--- config.mk ---
export PLATFORM = sky130hd
export DESIGN_NAME = conv_mem_loader
export DESIGN_NICKNAME = d
export VERILOG_FILES = /design/src/rtl/conv_mem_loader.sv
export SDC_FILE = /design/constraint.sdc
export NUM_CORES = 1
export LEC_CHECK = 0
export CORE_UTILIZATION = 53
export CTS_CLUSTER_DIAMETER = 150
export CTS_CLUSTER_SIZE = 28
export DETAILED_ROUTE_END_ITERATION = 12
export GPL_TIMING_DRIVEN = 0
export MAX_ROUTING_LAYER = met4
export PLACE_DENSITY = 0.8
export SLEW_MARGIN = 10
export SYNTH_ARGS = -nofsm -noshare
export SYNTH_HDL_FRONTEND = slang
export SYNTH_SLANG_ARGS = --single-unit
--- constraint.sdc ---
create_clock -name i_clk -period 3.25 [get_ports i_clk]
set_input_delay 0.975 -clock i_clk [delete_from_list [all_inputs] [get_ports i_clk]]
set_output_delay 0.975 -clock i_clk [all_outputs]
set_load 0.02 [all_outputs]
--- src/rtl/conv_mem_loader.sv ---
// Memory-read engine: fetches a weight kernel or input image over a pipelined read port
// into the weight/image buffers. Optional running checksum under `LOADER_CKSUM_EN.
module conv_mem_loader #(
  parameter int unsigned DATA_W       = 8,
  parameter int unsigned ADDR_W       = 12,
  parameter int unsigned WEIGHT_WORDS = 9,
  parameter int unsigned IMG_WORDS    = 784,
  parameter int unsigned WEIGHT_BASE  = 0,
  parameter int unsigned IMG_BASE     = 1024,
  parameter int unsigned MAX_OUT      = 4
) (
  input  logic              i_clk,
  input  logic              i_rst_n,
  input  logic              i_read_enable,
  input  logic              i_img_weight_sel,
  output logic              o_finish_read,
  output logic              o_busy,
  output logic              o_mem_req,
  output logic [ADDR_W-1:0] o_mem_addr,
  input  logic              i_mem_gnt,
  input  logic              i_mem_rvalid,
  input  logic [DATA_W-1:0] i_mem_rdata,
  output logic              o_wbuf_we,
  output logic              o_ibuf_we,
  output logic [ADDR_W-1:0] o_buf_waddr,
  output logic [DATA_W-1:0] o_buf_wdata
`ifdef LOADER_CKSUM_EN
  ,
  output logic [15:0]       o_cksum
`endif
);

  localparam int unsigned OUT_W = 4;

  typedef enum logic [2:0] {
    StIdle,
    StIssue,
    StDrain,
    StDone,
    StWaitLow,
    StAbort
  } state_e;

  state_e              r_state;
  logic                r_sel;
  logic [ADDR_W-1:0]   r_n;
  logic [ADDR_W-1:0]   r_base;
  logic [ADDR_W-1:0]   r_issued;
  logic [ADDR_W-1:0]   r_received;
  logic [OUT_W-1:0]    r_outstanding;
  logic                r_finish;
  logic                r_busy;
  logic                r_wbuf_we;
  logic                r_ibuf_we;
  logic [ADDR_W-1:0]   r_waddr;
  logic [DATA_W-1:0]   r_wdata;

  logic                w_start;
  logic                w_loading;
  logic                w_abort;
  logic                w_req;
  logic                w_fire;
  logic                w_resp;
  logic                w_accept;
  logic [OUT_W-1:0]    w_out_d;
  logic [ADDR_W-1:0]   w_issued_d;

  assign w_start    = (r_state == StIdle) && i_read_enable;
  assign w_loading  = (r_state == StIssue) || (r_state == StDrain);
  assign w_abort    = w_loading && !i_read_enable;
  // Request drops combinationally on abort so no grant can land after read_enable falls.
  assign w_req      = (r_state == StIssue) && i_read_enable && (r_outstanding < OUT_W'(MAX_OUT));
  assign w_fire     = w_req && i_mem_gnt;
  assign w_resp     = i_mem_rvalid && (r_outstanding != '0);
  assign w_accept   = w_resp && w_loading && !w_abort;
  assign w_issued_d = r_issued + ADDR_W'(w_fire);

  always_comb begin
    w_out_d = r_outstanding;
    if (w_fire && !w_resp) begin
      w_out_d = r_outstanding + OUT_W'(1);
    end else if (!w_fire && w_resp) begin
      w_out_d = r_outstanding - OUT_W'(1);
    end
  end

  always_ff @(posedge i_clk or negedge i_rst_n) begin
    if (!i_rst_n) begin
      r_state       <= StIdle;
      r_sel         <= 1'b0;
      r_n           <= '0;
      r_base        <= '0;
      r_issued      <= '0;
      r_received    <= '0;
      r_outstanding <= '0;
      r_finish      <= 1'b0;
      r_busy        <= 1'b0;
      r_wbuf_we     <= 1'b0;
      r_ibuf_we     <= 1'b0;
      r_waddr       <= '0;
      r_wdata       <= '0;
    end else begin
      r_outstanding <= w_out_d;
      r_issued      <= w_issued_d;
      r_finish      <= 1'b0;
      r_wbuf_we     <= w_accept && r_sel;
      r_ibuf_we     <= w_accept && !r_sel;
      if (w_accept) begin
        r_waddr    <= r_received;
        r_wdata    <= i_mem_rdata;
        r_received <= r_received + ADDR_W'(1);
      end
      case (r_state)
        StIdle: begin
          if (i_read_enable) begin
            r_sel      <= i_img_weight_sel;
            r_n        <= i_img_weight_sel ? ADDR_W'(WEIGHT_WORDS) : ADDR_W'(IMG_WORDS);
            r_base     <= i_img_weight_sel ? ADDR_W'(WEIGHT_BASE) : ADDR_W'(IMG_BASE);
            r_issued   <= '0;
            r_received <= '0;
            r_busy     <= 1'b1;
            r_state    <= StIssue;
          end
        end
        StIssue: begin
          if (w_abort) begin
            r_state <= StAbort;
          end else if (w_issued_d == r_n) begin
            r_state <= StDrain;
          end
        end
        StDrain: begin
          if (w_abort) begin
            r_state <= StAbort;
          end else if (r_received == r_n) begin
            r_finish <= 1'b1;
            r_busy   <= 1'b0;
            r_state  <= StDone;
          end
        end
        StDone: begin
          r_state <= StWaitLow;
        end
        StWaitLow: begin
          // Control lowers read_enable late; re-arm only once it is seen low.
          if (!i_read_enable) begin
            r_state <= StIdle;
          end
        end
        StAbort: begin
          if (w_out_d == '0) begin
            r_busy  <= 1'b0;
            r_state <= StIdle;
          end
        end
        default: r_state <= StIdle;
      endcase
    end
  end

`ifdef LOADER_CKSUM_EN
  logic [15:0] r_cksum;

  always_ff @(posedge i_clk or negedge i_rst_n) begin
    if (!i_rst_n) begin
      r_cksum <= '0;
    end else if (w_start) begin
      r_cksum <= '0;
    end else if (w_accept) begin
      r_cksum <= r_cksum + 16'(i_mem_rdata);
    end
  end

  assign o_cksum = r_cksum;
`endif

  assign o_finish_read = r_finish;
  assign o_busy        = r_busy;
  assign o_mem_req     = w_req;
  assign o_mem_addr    = r_base + r_issued;
  assign o_wbuf_we     = r_wbuf_we;
  assign o_ibuf_we     = r_ibuf_we;
  assign o_buf_waddr   = r_waddr;
  assign o_buf_wdata   = r_wdata;

endmodule
==> reports/results.tsv, run 1 <==
stage	metric	value	unit
hold_path	min_path_type	reg2reg	
yosys	synth_edf_count	0	
clock_network	tritoncts	built	
yosys	synth_cell_type_count	59	
floorplan	core_region_area	5470	um^2
worst_setup_path	slowest_stage	or4b_1	
detailed_routing	drc	0	
sta	max_freq	0.320	GHz
place	dp_hpwl	4570	um
yosys	post-synth-top-area-cell	dfrtp_1	
worst_setup_path	cpMostUsedCell	ha_4	
layout	utilization	70.7	%
grt	grt_overflow	0	
grt	grt_pass1_wl	11500	um
detailed_routing	first_pass_iters	4	
yosys	async_reset_ff_share	100	%
clock_network	htreeDepth	3	
sta	setup_slack	122	ps
yosys	synthCells	324	
floorplan	io_pins	51	
detailed_routing	ant_nets	0	
yosys	syn_area	3010	um^2
worst_setup_path	crit_fanout	5	
layout	finalNetCount	409	
floorplan	initial_utilization	55.0	%
floorplan	die_w	77.4	um
yosys	synth_nets	344	
clock_network	cts_buffers	9	
grt	grt_max_degree	58	
yosys	synth_area_leaders	dfrtp_1 (47%), nand2_1 (10%), nand3_1 (2.8%)	
worst_setup_path	cp.required	3430	ps
sta	fin_skew	5.69	ps
yosys	synth_top_area_share	47.4	%
power_and_ir_drop	p_per_area	676	nW/um^2
worst_setup_path	worstPathCellList	clkdlybuf4s15_1 -> nor4bb_4 -> and3_1 -> buf_6 -> ha_4 -> ha_4 -> nand3_2 -> xor2_2 -> xnor2_1 -> or4b_1 -> a211oi_2 -> o211ai_1	
detailed_routing	first_iter_violations	188	
yosys	avgSynthCellArea	9.29	um^2
grt	grt_pass1_vias	2451	
layout	drive_above_1_share	14.2	%
yosys	synthFlopType	dfrtp_1	
clock_network	clock-sinks	57	
sta	post-route-min-period	3130	ps
place	preCtsSetupSlack	-835	ps
clock_network	clk_pin_slew	60	ps
sta	post-route-period-util	96.2	%
sta	setup_viol	0	
layout	layout_common_cells	nand2_1 (82), dfrtp_1 (57), clkdlybuf4s50_1 (46)	
floorplan	die_y	77.4	um
layout	syn_to_final_growth	28.6	%
sta	hold_viol	0	
worst_setup_path	slowest_delay	480	ps
grt	track_usage	25.1	%
sta	timing.slew.headroom	52.7	%
place	place_congestion	0.866	
place	numPortBuffers	49	
yosys	synth_seq_cells	57	
clock_network	cts_buffer_depth	2	
run	cap_violations	0	
worst_setup_path	worstSetupPathType	in2reg	
sta	tightest_slew	709	ps
clock_network	cts_root_buf	clkbuf_8	
floorplan	rows	27	
detailed_routing	via_count	2597	
worst_setup_path	critPathTopFamily	simple AND/OR/NAND/NOR gates	
sta	slew_viol_final	0	
yosys	synth_warnings	0	
worst_setup_path	cp-start-kind	input port	
worst_setup_path	critPathCaptureType	flop	
layout	final_common_cell	nand2_1	
power_and_ir_drop	vdd_ir_drop_max	0.408	mV
layout	diodes	0	
outcome	status	finished, final reports clean	
sta	grt_setup_unrepaired	no	
detailed_routing	vias_per_cell	5.58	
clock_network	clk_latency	330	ps
floorplan	die_area	5980	um^2
yosys	synth-seq-area-share	47.4	%
power_and_ir_drop	fin_total_pwr	2.62	mW
worst_setup_path	crit_buf_inv	2	
power_and_ir_drop	cellLeakagePower	1.78	nW
grt	antenna_found_initial	0	
worst_setup_path	critPathArrivalTime	3310	ps
detailed_routing	wl_per_cell	14.6	um
detailed_routing	drt_wl_total	6770	um
==> cells in the mapped netlist, types with 6 or more instances <==
cell type / instances
clkbuf_1: 8
nor2_1: 22
nand2_1: 82
xnor2_1: 9
nor3_1: 6
ha_1: 6
o21ai_0: 12
xor2_1: 7
mux2i_1: 7
dfrtp_1: 57
buf_4: 10
nand3_1: 17
and3_1: 6
a21oi_1: 7
o211ai_1: 7
==> where the power goes <==
part / switching, mW / internal (mW) / total, mW
clock network: 0.268 / 0.291 / 0.558
logic: 0.581 / 0.462 / 1.04
registers: 0.157 / 0.860 / 1.02
total: 1.01 / 1.61 / 2.62
==> what timing repair did <==
action                     in CTS  in global routing
pin swaps                       4                  5
gates resized for setup         9                  7
setup buffers                   5                  0
setup endpoints to repair       3                  3
hold buffers                    0                  0
==> cell families (layout without fill, tap and decap cells) <==
logic type      Yosys count  in the layout  share of synthesized area, %
xor+xnor                 17             17                          5.20
compound gates           45             45                          10.6
flops                    57             57                          47.4
buf+inv                  28             97                          5.40
simple gates            162            162                          25.9
mux                       7              7                          2.33
fa+ha+maj                 8              8                          3.16
==> stage by stage <==
step / cell area [um^2] / std cells / setup TNS [ps] / hold slack (ps)
after floorplan: 3030 / 324 / 0 / 468
after global placement: 3610 / 445 / -34270 / 458
final: 3870 / 465 / 0 / 481
after global routing: 3870 / 465 / 0 / 502
after detailed placement: 3610 / 445 / -2870 / 461
after CTS: 3840 / 465 / 0 / 485
==> final cells by class <==
cell class,instances,area (um^2)
Timing Repair Buffer,54,526
Clock inverter,3,17.5
Fill cell,431,1600
Buffer,24,149
Sequential cell,57,1430
Clock buffer,12,145
Multi-Input combinational cell,239,1500
Inverter,4,15.0
Tap cell,72,90.1
==> metal layers <==
metal / up-vias / track usage [%] / wire (um)
met2: 81 / 42.5 / 3430
met5: - / - / 0
met4: 0 / 8.49 / 138
met1: 1251 / 29.9 / 2890
met3: 19 / 5.29 / 306
li1: 1246 / - / -
==> tightest hold or removal path: cells and delay by family, from the launching register on <==
family,cells,cell delay (ps)
flops,1,350
simple gates,2,100
==> worst paths after layout <==
check                           startpoint  slack (ps)  cells past startpoint               to
max                          i_read_enable         120                     12       r_state[0]
min                        o_buf_waddr[11]         480                      2  o_buf_waddr[11]
max reg2reg                     r_state[2]         330                     11       r_state[0]
min reg2reg                o_buf_waddr[11]         480                      2  o_buf_waddr[11]
max in group asynchronous          i_rst_n        2080                      1   o_buf_waddr[4]
min in group asynchronous          i_rst_n         690                      1      r_issued[8]
Power figures use the tool's default switching activity.
==> inputs of run 2 (changes only) <==
--- a/config.mk
+++ b/config.mk
@@ -5,6 +5,7 @@
 export SDC_FILE = /design/constraint.sdc
 export NUM_CORES = 1
 export LEC_CHECK = 0
+export CORE_MARGIN = 8
 export CORE_UTILIZATION = 53
 export CTS_CLUSTER_DIAMETER = 150
 export CTS_CLUSTER_SIZE = 28
@@ -12,7 +13,7 @@
 export GPL_TIMING_DRIVEN = 0
 export MAX_ROUTING_LAYER = met4
 export PLACE_DENSITY = 0.8
-export SLEW_MARGIN = 10
+export SLEW_MARGIN = 20
 export SYNTH_ARGS = -nofsm -noshare
 export SYNTH_HDL_FRONTEND = slang
 export SYNTH_SLANG_ARGS = --single-unit
==> run 2 against run 1 <==
  * Worst hold slack got worse by 3.8 ps
  * Power shrank 0.12%
  * Critical path type unchanged
  * Global-route usage fell by 7.7 points
  * Count of clock-buffer cells in the layout down 1
  * Largest power group unchanged
  * Flip-flop and latch count did not move
  * Clock skew grew 3.4 ps
==> reports/results.tsv, run 2 (synthesized netlist as in run 1, its figures left out) <==
stage	metric	value	unit
clock_network	clk_latency	320	ps
detailed_routing	first_pass_iters	4	
floorplan	rows	27	
sta	hold_ws	478	ps
grt	track_usage	17.4	%
sta	timing.slew.headroom	52.8	%
floorplan	die_w	91.4	um
worst_setup_path	worstSetupPathType	in2reg	
floorplan	initial_utilization	54.6	%
clock_network	cts_buffers	9	
layout	fillers	421	
clock_network	cts_root_buf	clkbuf_8	
worst_setup_path	r2r_start	r_state[2]	
clock_network	cts_buffer_depth	2	
grt	grt_max_degree	58	
sta	post-route-min-period	3060	ps
grt	antenna_found_initial	0	
place	numPortBuffers	49	
sta	setup_slack	188	ps
sta	grt_setup_unrepaired	no	
power_and_ir_drop	cellLeakagePower	1.79	nW
grt	grt_overflow	0	
sta	slew_viol_final	0	
detailed_routing	drc	0	
clock_network	htreeDepth	3	
run	cap_violations	0	
sta	max_freq	0.327	GHz
sta	setup_viol	0	
floorplan	die_y	91.4	um
worst_setup_path	critPathArrivalTime	3250	ps
detailed_routing	drt_wl_total	6840	um
grt	grt_pass1_vias	2523	
detailed_routing	vias_per_cell	5.45	
hold_path	min_path_type	reg2reg	
worst_setup_path	critPathCaptureType	flop	
floorplan	io_pins	51	
layout	final_common_cell	nand2_1	
worst_setup_path	crit_fanout	5	
worst_setup_path	cp.required	3440	ps
grt	grt_pass1_wl	11700	um
sta	finalSetupTns	0	ps
place	place_congestion	0.879	
sta	tightest_slew	707	ps
clock_network	tritoncts	built	
detailed_routing	wl_per_cell	14.7	um
layout	finalNetCount	409	
worst_setup_path	critPathLaunch	i_read_enable	
place	preCtsSetupSlack	-741	ps
layout	layout_common_cells	nand2_1 (82), dfrtp_1 (57), clkdlybuf4s50_1 (45)	
sta	fin_skew	9.07	ps
layout	utilization	70.6	%
clock_network	clk_pin_slew	70	ps
worst_setup_path	r2r_end	r_state[0]	
clock_network	clock-sinks	57	
detailed_routing	first_iter_violations	97	
worst_setup_path	r2r_cells	11	
detailed_routing	via_count	2540	
floorplan	core_region_area	5510	um^2
sta	hold_viol	0	
worst_setup_path	cp-start-kind	input port	
worst_setup_path	r2r_setup_slack	330	ps
power_and_ir_drop	p_per_area	673	nW/um^2
detailed_routing	ant_nets	0	
floorplan	die_area	8340	um^2
worst_setup_path	crit_path_end	r_state[0]	
layout	syn_to_final_growth	29.1	%
power_and_ir_drop	vdd_ir_drop_max	0.460	mV
sta	post-route-period-util	94.2	%
layout	diodes	0	
layout	drive_above_1_share	14.7	%
place	dp_hpwl	4850	um
outcome	status	finished, final reports clean	
## run 2: per-stage QoR
stage | total power, mW | std cells | area [um^2]
after global placement | 1.99 | 445 | 3610
after CTS | 2.63 | 464 | 3840
after floorplan | 1.66 | 324 | 3030
final | 2.61 | 466 | 3890
after global routing | 2.80 | 466 | 3890
after detailed placement | 2.02 | 445 | 3610
## run 2: worst min path at each step
| stage | startpoint | end | depth (start not counted) | slack (ps) |
|---|---|---|---|---|
| 2_1_floorplan | r_received[11] | r_received[11] | 1 | 470 |
| 3_3_place_gp | o_buf_wdata[2] | o_buf_wdata[2] | 2 | 460 |
| 3_5_place_dp | o_buf_wdata[5] | o_buf_wdata[5] | 2 | 460 |
| 4_1_cts | o_buf_waddr[2] | o_buf_waddr[2] | 2 | 480 |
| 5_1_grt | o_buf_waddr[10] | o_buf_waddr[10] | 2 | 490 |
| 6_report | o_buf_wdata[3] | o_buf_wdata[3] | 2 | 480 |
## run 2: routing by layer
layer / vias up / GRT usage, % / wire, um
li1: 1244 / - / -
met1: 1223 / 21.1 / 3080
met2: 65 / 27.4 / 3360
met3: 8 / 4.20 / 314
met4: 0 / 7.09 / 87
met5: - / - / 0
## run 2: critical path, stage by stage
cell and delay [ps]:
clkbuf_2 100, nor4bb_4 200, and3_4 220, buf_6 110, ha_4 150, ha_4 160, nand3_4 90, xor2_4 180
xnor2_1 130, or4b_1 510, a211oi_2 280, o211ai_1 140
## run 2: cell type report
class	count	area [um^2]	share of cell area [%]
Sequential cell	57	1430	36.7
Tap cell	72	90.1	2.32
Inverter	4	15.0	0.386
Clock inverter	5	31.3	0.805
Clock buffer	11	141	3.64
Buffer	24	151	3.90
Timing Repair Buffer	54	524	13.5
Multi-Input combinational cell	239	1510	38.8
## run 2: repair_timing
| item | in CTS | in global routing |
|---|---|---|
| resized for setup | 12 | 9 |
| hold buffers | 0 | 0 |
| pin swaps | 3 | 7 |
| endpoints found under the setup margin | 3 | 2 |
| setup buffers | 3 | 2 |
## run 2: power breakdown
group	total, mW	switching, mW	internal (mW)
Combinational	1.03	0.569	0.461
Clock	0.577	0.282	0.295
Sequential	1.01	0.148	0.860
Total	2.61	1.00	1.61
